### src/rtl/gate_lane_arbiter.sv
// gate_lane_arbiter: shares one parking gate between the entry and exit lanes.
// Round-robin grant between eligible lanes, gate open/close sequencing,
// occupancy tracking with full/empty flags and a sticky passage-timeout alarm.
// Every output is a register; the combinational block below only computes
// the values those registers take on the next clock edge.
`timescale 1ns/1ps

module gate_lane_arbiter #(
    parameter int CAPACITY = 16,
    parameter int CNT_W    = 5,
    parameter int TIMEOUT  = 255,
    parameter int TMR_W    = 8
) (
    input  logic             clock,
    input  logic             reset,
    input  logic             req_in,
    input  logic             req_out,
    input  logic             pass_done,
    input  logic             blocked,
    input  logic             clr_alm,
    output logic             gnt_in,
    output logic             gnt_out,
    output logic             gate_o,
    output logic             gate_cls,
    output logic             alm_timeout,
    output logic [CNT_W-1:0] occupancy,
    output logic             full,
    output logic             empty
);

    typedef enum logic [1:0] {
        IDLE    = 2'd0,
        OPEN    = 2'd1,
        CLOSING = 2'd2,
        ALARM   = 2'd3
    } state_t;

    typedef enum logic {
        DIR_EXIT  = 1'b0,
        DIR_ENTRY = 1'b1
    } dir_t;

    localparam logic [CNT_W-1:0] CAP_V    = CNT_W'(CAPACITY);
    localparam logic [TMR_W-1:0] TMO_LAST = TMR_W'(TIMEOUT - 1);

    state_t             state, state_nxt;
    dir_t               dir, dir_nxt;
    dir_t               last_dir, last_dir_nxt;
    logic [TMR_W-1:0]   timer, timer_nxt;
    logic [CNT_W-1:0]   occ_nxt;
    logic               gnt_in_nxt, gnt_out_nxt;
    logic               gate_o_nxt, gate_cls_nxt;
    logic               alm_nxt;
    logic               full_nxt, empty_nxt;
    logic               ent_ok, ext_ok;

    // A lane is only eligible when serving it cannot overflow or underflow the lot.
    assign ent_ok = req_in  & ~full;
    assign ext_ok = req_out & ~empty;

    // Next-state, next-output and bookkeeping logic for the gate FSM.
    always_comb begin
        state_nxt    = state;
        dir_nxt      = dir;
        last_dir_nxt = last_dir;
        timer_nxt    = timer;
        occ_nxt      = occupancy;
        gnt_in_nxt   = 1'b0;
        gnt_out_nxt  = 1'b0;
        gate_o_nxt   = 1'b0;
        gate_cls_nxt = 1'b0;
        alm_nxt      = alm_timeout;

        case (state)
            IDLE: begin
                // Entry wins when it is the only eligible lane or when exit was served last.
                if (ent_ok && (!ext_ok || last_dir == DIR_EXIT)) begin
                    state_nxt    = OPEN;
                    gnt_in_nxt   = 1'b1;
                    gate_o_nxt   = 1'b1;
                    dir_nxt      = DIR_ENTRY;
                    last_dir_nxt = DIR_ENTRY;
                    timer_nxt    = '0;
                end else if (ext_ok) begin
                    state_nxt    = OPEN;
                    gnt_out_nxt  = 1'b1;
                    gate_o_nxt   = 1'b1;
                    dir_nxt      = DIR_EXIT;
                    last_dir_nxt = DIR_EXIT;
                    timer_nxt    = '0;
                end
            end

            OPEN: begin
                gate_o_nxt = 1'b1;
                if (blocked) begin
                    // Obstruction: hold everything, a simultaneous pass_done is discarded.
                    state_nxt = OPEN;
                end else if (pass_done) begin
                    state_nxt    = CLOSING;
                    gate_o_nxt   = 1'b0;
                    gate_cls_nxt = 1'b1;
                    if (dir == DIR_ENTRY) begin
                        if (occupancy != CAP_V) occ_nxt = occupancy + CNT_W'(1);
                    end else begin
                        if (occupancy != '0)    occ_nxt = occupancy - CNT_W'(1);
                    end
                end else if (timer == TMO_LAST) begin
                    state_nxt  = ALARM;
                    gate_o_nxt = 1'b0;
                    alm_nxt    = 1'b1;
                end else begin
                    timer_nxt = timer + TMR_W'(1);
                end
            end

            CLOSING: begin
                state_nxt = IDLE;
            end

            ALARM: begin
                alm_nxt = 1'b1;
                if (clr_alm) begin
                    state_nxt = IDLE;
                    alm_nxt   = 1'b0;
                end
            end

            default: begin
                state_nxt = IDLE;
            end
        endcase

        full_nxt  = (occ_nxt == CAP_V);
        empty_nxt = (occ_nxt == '0);
    end

    // State, bookkeeping and registered outputs, cleared asynchronously by reset.
    always_ff @(posedge clock or posedge reset) begin
        if (reset) begin
            state       <= IDLE;
            dir         <= DIR_EXIT;
            last_dir    <= DIR_EXIT;
            timer       <= '0;
            occupancy   <= '0;
            gnt_in      <= 1'b0;
            gnt_out     <= 1'b0;
            gate_o      <= 1'b0;
            gate_cls    <= 1'b0;
            alm_timeout <= 1'b0;
            full        <= 1'b0;
            empty       <= 1'b1;
        end else begin
            state       <= state_nxt;
            dir         <= dir_nxt;
            last_dir    <= last_dir_nxt;
            timer       <= timer_nxt;
            occupancy   <= occ_nxt;
            gnt_in      <= gnt_in_nxt;
            gnt_out     <= gnt_out_nxt;
            gate_o      <= gate_o_nxt;
            gate_cls    <= gate_cls_nxt;
            alm_timeout <= alm_nxt;
            full        <= full_nxt;
            empty       <= empty_nxt;
        end
    end

endmodule

### config.mk
export PLATFORM = sky130hd
export DESIGN_NAME = gate_lane_arbiter
export DESIGN_NICKNAME = d
export VERILOG_FILES = /design/src/rtl/gate_lane_arbiter.sv
export SDC_FILE = /design/constraint.sdc
export NUM_CORES = 1
export LEC_CHECK = 0
export BUFFER_PORTS_ARGS = -buffer_cell sky130_fd_sc_hd__buf_2
export CORE_AREA = 5 5 60 62
export DETAILED_ROUTE_END_ITERATION = 8
export DIE_AREA = 0 0 65 67
export GPL_TIMING_DRIVEN = 0
export PLACE_DENSITY_LB_ADDON = 0.08
export SLEW_MARGIN = 20
export SYNTH_ARGS = -nofsm -noshare
export SYNTH_HDL_FRONTEND = slang
export SYNTH_SLANG_ARGS = --single-unit
### constraint.sdc
create_clock -name clock -period 2.1 [get_ports clock]
set_clock_uncertainty 0.2 [all_clocks]
set_input_delay 0.42 -clock clock [delete_from_list [all_inputs] [get_ports clock]]
set_output_delay 0.42 -clock clock [all_outputs]
set_load 0.01 [all_outputs]
# After elaboration in Yosys (flattened, before gate mapping)
# Cells that the tools add are included.
# classes
add_sub_neg	3
n_eq_ne	13
mux	39
bitwise	5
reduce_logical	13
# op_table
operator	n
$mux 8	5
$mux 5	6
$mux 1	18
$pmux 8 s2	1
$mux 2	6
$ne 2x2->1 const B	5
$add 8x1->8 const B	1
$eq 8x8->1 const B	1
$pmux 2 s4	1
$reduce_bool 2->1	3
$add 5x1->5 const B	1
$eq 5x5->1 const B	1
$logic_not 5->1	1
$ne 5x5->1 const B	1
$reduce_and 5->1	1
$reduce_bool 5->1	1
$sub 5x1->5 const B	1
$eq 2x2->1 const B	2
$ne 4x4->1 const B	1
$pmux 1 s2	2
$reduce_and 4->1	1
$ne 3x3->1 const B	1
$not 1->1	3
$reduce_and 3->1	1
7 further kinds	8
# totals
reg_bits	23
inputBits	7
output_inout_bits	12

# Longest topological paths before layout
# depth
ltp_word	7
depth_mapped	8
mapped_depth_nobuf	7

# Worst setup path after synthesis
# OpenSTA, ideal clock, no wires.
# synth_path
path_kind	register to register
from	register occupancy[0]
to	register full
t_arrival_ns	1.814
required_time_ns	1.820
path_slack_ns	0.006
path_stages_with_launch	8
n_path_buf	0
period_less_slack_ns	2.094
path_cell_list	dfrtp_1 > inv_1 > ha_1 > nor3b_4 > nand3_1 > a2111oi_2 > nor4_2 > nor3_2
# synth_between
elab_chain_len	7
# synth_rtl
element	line	source
start, declared	26	output logic [CNT_W-1:0] occupancy,
start signal, assigned	158	occupancy <= occ_nxt;
$sub 5x1->5 (tied with other cells)	106	if (occupancy != '0) occ_nxt = occupancy - CNT_W'(1);
$mux 5, on equally long branches	106, 104	
$mux 5	103	if (dir == DIR_ENTRY) begin
$mux 5	99	end else if (pass_done) begin
$mux 5	96	if (blocked) begin
$mux 5 *	74	case (state)
$eq 5x5->1 *	134	full_nxt = (occ_nxt == CAP_V);
net full_nxt	54	logic full_nxt, empty_nxt;
end signal, assigned	164	full <= full_nxt;
end, declared	27	output logic full,
# Mark *: on every way through the listed nets, which the timed path passes. The rest lies on a longest branch.
# A chain may end at the register's enable or synchronous reset.

# Worst setup path in the final report
# layout_path
from	register occupancy[0]
to	register empty
# layout_between
elab_chain_len	7
# layout_rtl
element	line	source
$sub 5x1->5 (tied with other cells)	106	
$mux 5, on equally long branches	106, 104	
$mux 5	103	
$mux 5	99	
$mux 5	96	
$mux 5 *	74	
$logic_not 5->1 *	135	empty_nxt = (occ_nxt == '0);
net empty_nxt	54	
end signal, assigned	165	empty <= empty_nxt;
end, declared	28	output logic empty
# Marks and branches as above.

==> run_results.csv <==
group,metric,value,unit
global_route,overflow,0,
finish,diodes,0,
critical_path,worstSetupEndpointType,"register",
finish,stdcell_count,210,
worst_hold_path,hold_class,"in2async",
logic_synthesis,seq_area_frac_synth,40.5,%
route,drtPass1Iterations,4,
route,wirelength_met1,1.34,mm
clock_tree,cts_tree,"done",
clock_tree,clockBufferDepth,2,
sta,final_max_slew_viol_count,0,
route,routed_wl,3.08,mm
power,pwr_density_cell,1260,nW/um^2
critical_path,crit_type,"reg2reg",
critical_path,rr_worst_depth,7,
global_route,grt_pass1_wl,4.96,mm
clock_tree,clkSlewWorstSetupHoldPaths,0.13,ns
clock_tree,cts-root-buf,"clkbuf_4",
sta,final_hold_viol_count,0,
logic_synthesis,netlist_top_cells_area,"dfrtp_1 (39%), o21ai_0 (3.9%), nor2_1 (3.7%)",
finish,drive_gt1_share,29.9,%
floorplan,die_y,67,microns
logic_synthesis,ys_dominant_reg_cell,"dfrtp_1",
clock_tree,hold_buffers,0,
power,max-vdd-ir-drop,0.670,mV
route,vias,1189,
critical_path,r2r_slack,0.06,ns
logic_synthesis,ys_ff_latch,23,
sta,timing.fmax,0.490,GHz
power,leakage,0.704,nW
logic_synthesis,synth_edf_count,0,
job,cap_violations,0,
floorplan,floorplan.initialDensity,47.8,%
critical_path,r2r-end,"empty$_DFF_PP1_",
critical_path,cp_data_required_time,2.12,ns
logic_synthesis,synth_area_per_cell,9.31,sq um
global_route,grt_max_degree,24,
critical_path,worstSetupEndpoint,"empty$_DFF_PP1_",
place,dp.cells,204,
route,via_per_inst,5.66,
floorplan,design.core.area,2980,sq um
route,drt_iter0_markers,87,
clock_tree,clock_sinks,23,
logic_synthesis,synth_cell_type_count,47,
floorplan,io_pins,19,
route,wl_met3,58,microns
global_route,grt_pass1_vias,1131,
global_route,antenna_found_initial,0,
sta,period_needed,2.04,ns
critical_path,crit_path_max_fanout,5,
route,drt.antenna.violating_nets,0,
route,top_layer,"met4",
run_status,outcome,"completed",
logic_synthesis,syn_inst,153,
finish,final_nets,189,
logic_synthesis,yosysWarnings,0,
critical_path,startpoint_type,"register",
critical_path,r2r_start,"occupancy[0]$_DFF_PP0_",
place,hpwl,2.27,mm
logic_synthesis,syn-cell-area,1420,sq um
route,wl_met2,1.67,mm
sta,final.period_utilization,97.2,%
global_route,track_usage,14.5,%
sta,tightest_slew,0.874,ns
finish,syn_to_final_growth,16.3,%
finish,fin_util,55.6,%
critical_path,crit_start,"occupancy[0]$_DFF_PP0_",
clock_tree,cts_inserted_buffers,3,
route,drc_errors,0,
sta,maxSlewHeadroom,41.7,%
place,globalplace.congestion,0.823,
sta,rsz0062_at_grt,"yes",
route,wl_per_cell,14.7,microns
floorplan,rows,20,
clock_tree,clock_latency,0.31,ns
logic_synthesis,async_reset_ff_share,100,%
floorplan,die_w,65,microns
logic_synthesis,syn-num-nets,164,
sta,setup_violations,0,
logic_synthesis,netlist.area_leader.share,38.7,%
clock_tree,htreeDepth,1,
place,port_buffers,18,
logic_synthesis,synth_largest_area_cell,"dfrtp_1",
floorplan,dieArea,4360,sq um
critical_path,cp_data_arrival_time,2.07,ns
==> critical path: stages (launching register included) <==
cell	delay [ns]
dfrtp_2	0.45
inv_4	0.09
ha_4	0.15
nor3b_4	0.26
nand3_2	0.18
a2111oi_4	0.38
nor4_4	0.10
nor4_2	0.15
==> power breakdown <==
part	total, mW	switching, mW	internal (mW)
registers	0.711	0.135	0.576
logic	1.17	0.678	0.488
clock network	0.207	0.136	0.0710
total	2.08	0.949	1.13
==> cells in the mapped netlist (3+ instances only) <==
library cell  instances
inv_1                 7
ha_1                  4
a31oi_1               3
o31ai_1               7
nand2_1              13
o21ai_0              11
dfrtp_1              22
or4_1                 4
nand2b_1              4
nor2_1               14
a21oi_1               8
nand3_1               9
==> stage by stage <==
stage               total power [mW]  setup TNS (ns)  worst slack [ns]  hold slack [ns]  cell area (sq um)
floorplan                       1.48               0           0.00575            0.221               1420
global placement                1.71          -0.259            -0.133            0.324               1560
detailed placement              1.74          -0.338            -0.178            0.347               1560
CTS                             1.99               0           0.00113           0.0831               1600
global route                    2.24          -0.124           -0.0792           0.0738               1660
finish                          2.08               0            0.0589           0.0710               1660
==> cells by family (layout without fill, tap and decap cells) <==
group                      Yosys count  after routing  synth area share [%]
adders and majority gates            4              4                  3.52
buffers and inverters               15             39                  5.71
muxes                                1              1                 0.703
xor gates and xnor gates             2              2                  1.23
DFF                                 23             23                  40.5
AOI/OAI and AO/OA                   45             45                  22.1
and+or+nand+nor                     63             63                  26.3
==> placed cells by master (no fill, tap or decap), drive strengths merged, types with 2 or more instances in the layout <==
cell type	count
buf	25
dfrtp	22
nor2	14
nand2	13
o21ai	12
a21oi	10
nand3	9
inv	9
o31ai	7
nand2b	4
clkbuf	4
or4	4
a31oi	4
ha	4
nor3	3
nor4	3
nor2b	2
o21a	2
xnor2	2
a21o	2
a2111oi	2
and3	2
==> worst min-delay path by stage <==
stage	startpoint	to	slack (ns)
2_1_floorplan	reset	alm_timeout$_DFFE_PP0P_	0.22
3_3_place_gp	timer[6]$_DFFE_PP0P_	timer[6]$_DFFE_PP0P_	0.32
3_5_place_dp	timer[1]$_DFFE_PP0P_	timer[1]$_DFFE_PP0P_	0.35
4_1_cts	clr_alm	alm_timeout$_DFFE_PP0P_	0.08
5_1_grt	clr_alm	alm_timeout$_DFFE_PP0P_	0.07
6_report	reset	state[0]$_DFFE_PP0P_	0.07
==> layer usage <==
layer / up-vias / GRT usage [%]
met4: 0 / 5.01
met2: 15 / 27.6
met5: - / 0
met3: 2 / 2.02
met1: 563 / 16.2
li1: 609 / -
==> state kept, by name, summed over array words and instances, names as in the netlist <==
register / flops
gnt_out: 1
alm_timeout: 1
state: 2
timer: 8
occupancy: 5
last_dir: 1
empty: 1
gnt_in: 1
full: 1
gate_o: 1
gate_cls: 1
==> area by class of cell <==
type	count	area, sq um
clock buffer	3	22.5
multi-input combinational	115	817
tap	33	41.3
buffer	6	50.0
sequential	23	579
inverter	9	36.3
fill	278	1320
timing repair buffer	20	105
clock inverter	1	5.00
==> what timing repair did <==
item                                    in CTS  in global routing
pin swaps                                    3                  1
gates resized for setup                      4                  8
gates cloned                                 0                  0
buffers inserted                             2                  0
endpoints found under the setup margin       2                  4
(Power assumes the default switching activity.)
